[config.mk]
export PLATFORM = sky130hd
export DESIGN_NAME = wbdbg_byte_framer
export DESIGN_NICKNAME = d
export VERILOG_FILES = /design/src/rtl/wbdbg_byte_framer.sv
export SDC_FILE = /design/constraint.sdc
export NUM_CORES = 1
export LEC_CHECK = 0
export ABC_CLOCK_PERIOD_IN_PS = 16600
export CORE_MARGIN = 5
export CORE_UTILIZATION = 35
export CTS_BUF_LIST = sky130_fd_sc_hd__clkbuf_4 sky130_fd_sc_hd__clkbuf_8
export DETAILED_ROUTE_END_ITERATION = 16
export DONT_BUFFER_PORTS = 1
export SYNTH_ARGS = -nofsm -noshare
export SYNTH_HDL_FRONTEND = slang
export SYNTH_SLANG_ARGS = --single-unit
export TNS_END_PERCENT = 30
[constraint.sdc]
create_clock -name i_clk -period 16.6 [get_ports i_clk]
set_input_delay 4.98 -clock i_clk [delete_from_list [all_inputs] [get_ports i_clk]]
set_output_delay 4.98 -clock i_clk [all_outputs]
set_load 0.02 [all_outputs]
[src/rtl/wbdbg_byte_framer.sv]
// wbdbg_byte_framer: packs 5-byte rx command frames into 36-bit command
// words and serialises queued 36-bit responses into 5-byte tx frames.
// Ports: i_clk/i_reset (sync, active high); i_rx_valid/i_rx_data byte in;
//   o_cmd_valid/i_cmd_ready/o_cmd_data command word out; o_cmd_reset pulse;
//   i_resp_valid/i_resp_data response in; o_tx_valid/o_tx_data/i_tx_ready
//   byte out; o_overflow and o_framing_err one-cycle error pulses.
module wbdbg_byte_framer #(
    parameter int TIMEOUT_CYCLES  = 1000000,
    parameter int RESP_FIFO_DEPTH = 4
) (
    input  logic        i_clk,
    input  logic        i_reset,
    input  logic        i_rx_valid,
    input  logic [7:0]  i_rx_data,
    output logic        o_cmd_valid,
    input  logic        i_cmd_ready,
    output logic [35:0] o_cmd_data,
    output logic        o_cmd_reset,
    input  logic        i_resp_valid,
    input  logic [35:0] i_resp_data,
    output logic        o_tx_valid,
    output logic [7:0]  o_tx_data,
    input  logic        i_tx_ready,
    output logic        o_overflow,
    output logic        o_framing_err
);
    localparam int TW = $clog2(TIMEOUT_CYCLES + 1);
    localparam int AW = $clog2(RESP_FIFO_DEPTH);
    localparam logic [TW-1:0] TO_LAST = TW'(TIMEOUT_CYCLES - 1);
    localparam logic [AW:0] FIFO_FULL = (AW + 1)'(RESP_FIFO_DEPTH);

    typedef enum logic {S_IDLE, S_SEND} tx_state_t;

    logic [2:0]    r_pos;
    logic [TW-1:0] r_to;
    logic [3:0]    r_nib;
    logic [23:0]   r_shift;
    logic          r_cmd_valid;
    logic [35:0]   r_cmd_data;
    logic          r_cmd_reset;
    logic          r_overflow;
    logic          r_framing_err;
    logic [35:0]   r_mem [RESP_FIFO_DEPTH];
    logic [AW:0]   r_wr;
    logic [AW:0]   r_rd;
    tx_state_t     r_state;
    logic [2:0]    r_idx;
    logic [31:0]   r_word;
    logic          r_tx_valid;
    logic [7:0]    r_tx_data;

    logic        w_hdr;
    logic        w_hdr_rst;
    logic        w_hdr_ok;
    logic        w_hdr_bad;
    logic        w_done;
    logic        w_load;
    logic        w_cmd_drop;
    logic        w_timeout;
    logic        w_empty;
    logic        w_full;
    logic [35:0] w_head;
    logic        w_tx_acc;
    logic        w_last;
    logic        w_pop;
    logic        w_push;
    logic        w_resp_drop;

    assign w_hdr      = (r_pos == 3'd0);
    assign w_hdr_rst  = i_rx_valid & w_hdr & (i_rx_data == 8'hFF);
    assign w_hdr_ok   = i_rx_valid & w_hdr & (i_rx_data[7:4] == 4'hA);
    assign w_hdr_bad  = i_rx_valid & w_hdr & ~w_hdr_rst & ~w_hdr_ok;
    assign w_done     = i_rx_valid & (r_pos == 3'd4);
    assign w_load     = w_done & (~r_cmd_valid | i_cmd_ready);
    assign w_cmd_drop = w_done & ~w_load;
    assign w_timeout  = ~i_rx_valid & ~w_hdr & (r_to == TO_LAST);

    // Pointers carry one extra bit so full and empty are distinguishable.
    assign w_empty  = (r_wr == r_rd);
    assign w_full   = ((r_wr - r_rd) == FIFO_FULL);
    assign w_head   = r_mem[r_rd[AW-1:0]];
    assign w_tx_acc = r_tx_valid & i_tx_ready;
    assign w_last   = w_tx_acc & (r_idx == 3'd4);
    // A link-reset flush wins over any pop or push in the same cycle.
    assign w_pop    = ~w_hdr_rst & ~w_empty & ((r_state == S_IDLE) | w_last);
    assign w_push   = i_resp_valid & ~w_hdr_rst & (~w_full | w_pop);
    assign w_resp_drop = i_resp_valid & ~w_hdr_rst & w_full & ~w_pop;

    always_ff @(posedge i_clk) begin
        if (i_reset) begin
            r_pos         <= 3'd0;
            r_to          <= '0;
            r_nib         <= 4'd0;
            r_shift       <= 24'd0;
            r_cmd_valid   <= 1'b0;
            r_cmd_data    <= 36'd0;
            r_cmd_reset   <= 1'b0;
            r_overflow    <= 1'b0;
            r_framing_err <= 1'b0;
        end else begin
            r_cmd_reset   <= w_hdr_rst;
            r_framing_err <= w_hdr_bad | w_timeout;
            r_overflow    <= w_cmd_drop | w_resp_drop;
            if (i_rx_valid || w_hdr || w_timeout) begin
                r_to <= '0;
            end else begin
                r_to <= r_to + 1'b1;
            end
            if (w_timeout) begin
                r_pos <= 3'd0;
            end else if (w_hdr_ok) begin
                r_pos <= 3'd1;
                r_nib <= i_rx_data[3:0];
            end else if (i_rx_valid && !w_hdr) begin
                r_pos   <= w_done ? 3'd0 : r_pos + 3'd1;
                r_shift <= {r_shift[15:0], i_rx_data};
            end
            // r_shift holds data bytes 1..3; byte 4 arrives directly.
            if (w_load) begin
                r_cmd_valid <= 1'b1;
                r_cmd_data  <= {r_nib, r_shift, i_rx_data};
            end else if (w_hdr_rst || (r_cmd_valid && i_cmd_ready)) begin
                r_cmd_valid <= 1'b0;
            end
        end
    end

    always_ff @(posedge i_clk) begin
        if (w_push) begin
            r_mem[r_wr[AW-1:0]] <= i_resp_data;
        end
    end

    always_ff @(posedge i_clk) begin
        if (i_reset || w_hdr_rst) begin
            r_wr <= '0;
            r_rd <= '0;
        end else begin
            if (w_push) r_wr <= r_wr + 1'b1;
            if (w_pop)  r_rd <= r_rd + 1'b1;
        end
    end

    // The word in flight lives in r_word, so a flush never cuts a frame.
    always_ff @(posedge i_clk) begin
        if (i_reset) begin
            r_state    <= S_IDLE;
            r_idx      <= 3'd0;
            r_word     <= 32'd0;
            r_tx_valid <= 1'b0;
            r_tx_data  <= 8'd0;
        end else if (w_pop) begin
            r_state    <= S_SEND;
            r_idx      <= 3'd0;
            r_word     <= w_head[31:0];
            r_tx_valid <= 1'b1;
            r_tx_data  <= {4'hA, w_head[35:32]};
        end else if (w_tx_acc) begin
            if (r_idx == 3'd4) begin
                r_state    <= S_IDLE;
                r_tx_valid <= 1'b0;
            end else begin
                r_idx     <= r_idx + 3'd1;
                r_tx_data <= r_word[31:24];
                r_word    <= {r_word[23:0], 8'd0};
            end
        end
    end

    assign o_cmd_valid   = r_cmd_valid;
    assign o_cmd_data    = r_cmd_data;
    assign o_cmd_reset   = r_cmd_reset;
    assign o_tx_valid    = r_tx_valid;
    assign o_tx_data     = r_tx_data;
    assign o_overflow    = r_overflow;
    assign o_framing_err = r_framing_err;
endmodule

==> metrics list <==
- Latest clock arrival within the worst-skew pair: 0.54 ns
* Kind of start point of the critical path: input pin
- # rows: 64
* Post-synthesis sequential area ratio: 66.3%
- Count of filler cells inserted in the layout: 2,926
* Mean Syn Cell Area: 12.9 um^2
- For flop-to-flop paths, the worst setup slack is 13.80 ns.
- At the pin with the least slew margin, the transition time is 1.06 ns.
- Top cell type by total area after synthesis: sky130_fd_sc_hd__edfxtp_1
- Worst-case clock buffer depth: 3
- Clock root buffer: sky130_fd_sc_hd__clkbuf_8
- Headroom to the max-slew limit came out at 29.3%.
* 1st-pass router iterations: 6
- IR drop worst, VDD: 74.4 uV
* Xor and xnor area share after synthesis: 1.94%
- The post-route netlist has 16.9% of its cells at a drive strength greater than 1.
* Arr. time, crit path: 6.92 ns
- After detailed placement, the design holds a cell count of 1,191.
- Antenna-violating nets left: 0
* Top FF cell, synth: sky130_fd_sc_hd__edfxtp_1
- Post-synthesis share of cell area spent on and, or, nand and nor gates: 11.7%
- Worst hold margin: 0.441 ns
- Global routing finished with a remaining overflow of 0.
- Summing over every cut layer, the via total after detailed routing is 6,402.
- Synthesis-stage register bit count: 287
- Hold Path Sink: o_cmd_data[34]$_SDFFE_PP0P_
- # IOs: 99
* Chip height: 186 um
- TritonCTS clock tree: yes
- Clock-pin slew was measured on the worst setup and hold paths at 0.06 ns.
* Adder and majority gate portion of the synthesized area: 1.39%
* Category of the worst setup path capture point: flop
- Most common cell after layout, fill and taps aside: sky130_fd_sc_hd__edfxtp_1
- In the synthesized netlist the async set-or-reset flop fraction comes to 0%.
* Switching portion of total power: 28.0%
* Diode count: 0
- Summed over all layers, the routed wires come to 22,600 um.
- Vias in the first global route: 6,495
* Initial Util: 35.4%
- DIE AREA: 34,600 um^2
* Netlist area before placement: 10,800 um^2
- The top cell types in the final layout, fill and taps aside, are 144 x sky130_fd_sc_hd__edfxtp_1, 141 x sky130_fd_sc_hd__dfxtp_1, 132 x sky130_fd_sc_hd__nand2_1.
- Logic gate share of total power: 18.2%
- Area share of the largest cell type after synthesis: 39.9%
* Number of port buffers: 0
- The number of pins with negative max-slew slack in the final report was 0.
- Yosys warns: 0
- For the worst setup path, the data required time is 17.01 ns.
- Summing the areas of all compound-gate instances in the mapped netlist gives 7.44% of the synthesized area.
- At the end of the flow, the number of nets in the layout was 905.
* HPWL Detailed: 13,800 um
- Area of the core region: 30,600 um^2
- Area occupied by multi-input gates: 3360 um^2
* Routed wire length per instance: 17.7 um
- In this run, synthesis inferred 144 flip-flops with an integrated enable.
- Number of antenna violations at the first check in global routing: 0
- Max Clock Skew: 0.0245 ns
* Largest net degree at the start of global routing: 117
- Reg-to-reg startpoint: r_wr[0]$_SDFFE_PP0P_
- Setup violations remaining at the end of the flow were counted as 0.
- The synthesized netlist contains 44 unique library cells.
- Count of clock tree sinks: 287
- The worst hold path begins at r_nib[2]$_SDFFE_PP0P_.
* Worst hold path stage count: 2
- Setup repair after global routing left no endpoint under its margin.
- Counting I/O delays and the setup requirement, the final critical path takes 6.51 ns.
- Dividing the final minimum period by the clock period gives 39.2%.
- In this run, flip-flops and latches consume 48.3% of the power.
- Reg2Reg Depth: 7
* Setup TNS Final: 0 ns
* Final standard cell count with taps included and fillers excluded: 1,274
- Max Clock Freq: 154 MHz
- In the post-synthesis netlist, the biggest area contributors are sky130_fd_sc_hd__edfxtp_1 40%, sky130_fd_sc_hd__dfxtp_1 26%, sky130_fd_sc_hd__mux4_2 7.5%.
* Number of instances in the synthesized netlist: 840
- Max_cap viols: 0
- For this design the total switching power over the nets is 512 uW.
- The critical path in this run is classified as in -> reg.
- In the routed design, unresolved DRC markers number 0.
- Final hold viol count: 0
- Hold buffer count at CTS: 0
* Combinational family with the most area after synthesis: simple AND/OR/NAND/NOR gates
- In the routed layout, each cell is associated on average with a via count of 5.03.
- Of the post-synthesis cell area, the part taken by muxes is 8.13%.
- The run finished with clean final reports.
- In this run the critical register-to-register path is captured at r_mem[2][0]$_DFFE_PP_.
- Cell area power density: 151 nW/um^2
- Routability-driven placement finished with a final weighted congestion of 0.754.
- Maximum fanout count along the critical path: 39
* Syn-to-layout area delta: 12.0%
- Number of nets produced by synthesis: 902
- The detailed router finished its first iteration with 404 violations.
- The H-tree generated during clock tree synthesis spans 2 levels.
- Post-CTS repair changed the size of 0 cells.
* Combined flip-flop and latch cell area: 7190 um^2
- Die X-Extent: 186 um
* Number of buffers created by CTS: 46
* Static Leakage: 3.93 nW
- Post-CTS Setup Bufs: 0
* Worst min-delay path class: reg -> reg
* Clock network fraction of total power: 33.4%
* GR Util All Layers: 13.0%
- The first global-routing pass estimated 35,900 um of wire.
- Internal power: 1.32 mW
worst max-delay path, cell delays in order:
cell and delay (ns):
sky130_fd_sc_hd__nand3b_1 0.09, sky130_fd_sc_hd__or3_4 0.51, sky130_fd_sc_hd__a31oi_4 0.84, sky130_fd_sc_hd__or2_2 0.35, sky130_fd_sc_hd__o21ai_0 0.12
registers in the layout, indices dropped and copies added, names as in the netlist, named ones only:
name	flops
r_nib	4
o_cmd_valid	1
r_idx	3
o_framing_err	1
r_rd	3
r_pos	3
r_shift	24
o_tx_data	8
r_to	20
r_wr	3
o_cmd_reset	1
r_word	32
o_cmd_data	36
o_overflow	1
o_tx_valid	1
r_mem	144
area by class of cell:
cell class                 instances  area share (%)
clock buffer                      64            6.69
inverter                          17           0.526
clock inverter                    19            1.17
timing repair buffer               9           0.557
multi-input combinational        482            27.7
tap                              396            4.09
sequential                       287            59.3
power by group through the flow:
stage	logic (mW)	clock network (mW)	registers, mW
6_report	0.334	0.613	0.886
5_1_grt	0.369	0.671	0.894
4_1_cts	0.340	0.634	0.887
3_5_place_dp	0.339	0	0.902
3_3_place_gp	0.332	0	0.899
2_1_floorplan	0.293	0	0.868
synth_stat cells (all sizes together) (9+ instances only):
cell,n
a21oi,71
a222oi,18
a22oi,9
buf,19
clkbuf,35
dfxtp,143
edfxtp,144
ha,12
inv,17
mux4,36
nand2,132
nand3,16
nand3b,14
nor2,68
o21ai,14
o22ai,10
xor2,16
cell families (layout without fill, tap and decap cells):
group | after synthesis | after routing
mux | 43 | 43
xor+xnor | 24 | 24
simple gates | 274 | 274
flops | 287 | 287
fa+ha+maj | 12 | 12
compound gates | 129 | 129
buf+inv | 71 | 109
worst max-delay path by stage:
stage	startpoint	endpoint	slack (ns)	cells past startpoint
2_1_floorplan	i_rx_valid	r_mem[3][0]$_DFFE_PP_	7.85	6
3_3_place_gp	i_rx_data[4]	r_word[29]$_SDFFE_PP0P_	9.57	5
3_5_place_dp	i_tx_ready	r_mem[2][8]$_DFFE_PP_	9.55	6
4_1_cts	i_tx_ready	r_mem[2][0]$_DFFE_PP_	10.13	6
5_1_grt	i_rx_valid	r_word[24]$_SDFFE_PP0P_	10.01	5
6_report	i_rx_valid	r_word[31]$_SDFFE_PP0P_	10.09	5
metrics by stage:
stage | instance area [um^2] | utilization [%] | total power, mW | setup slack, ns
6_report | 12100 | 39.7 | 1.83 | 10.09
3_5_place_dp | 11200 | 36.5 | 1.24 | 9.55
4_1_cts | 12100 | 39.7 | 1.86 | 10.13
5_1_grt | 12100 | 39.7 | 1.93 | 10.01
3_3_place_gp | 11200 | 36.5 | 1.23 | 9.57
2_1_floorplan | 10800 | - | 1.16 | 7.85
layer usage:
layer / wire, um / vias to the layer above / global-route usage [%] / share of wire [%]
met2: 10600 / 193 / 21.3 / 47
met4: 295 / 0 / 3.06 / 1.3
li1: - / 3068 / - / -
met1: 9450 / 3108 / 16.6 / 42
met5: 0 / - / 0 / 0
met3: 2180 / 33 / 4.85 / 9.7
No activity file was read; power rests on OpenSTA's default activity.
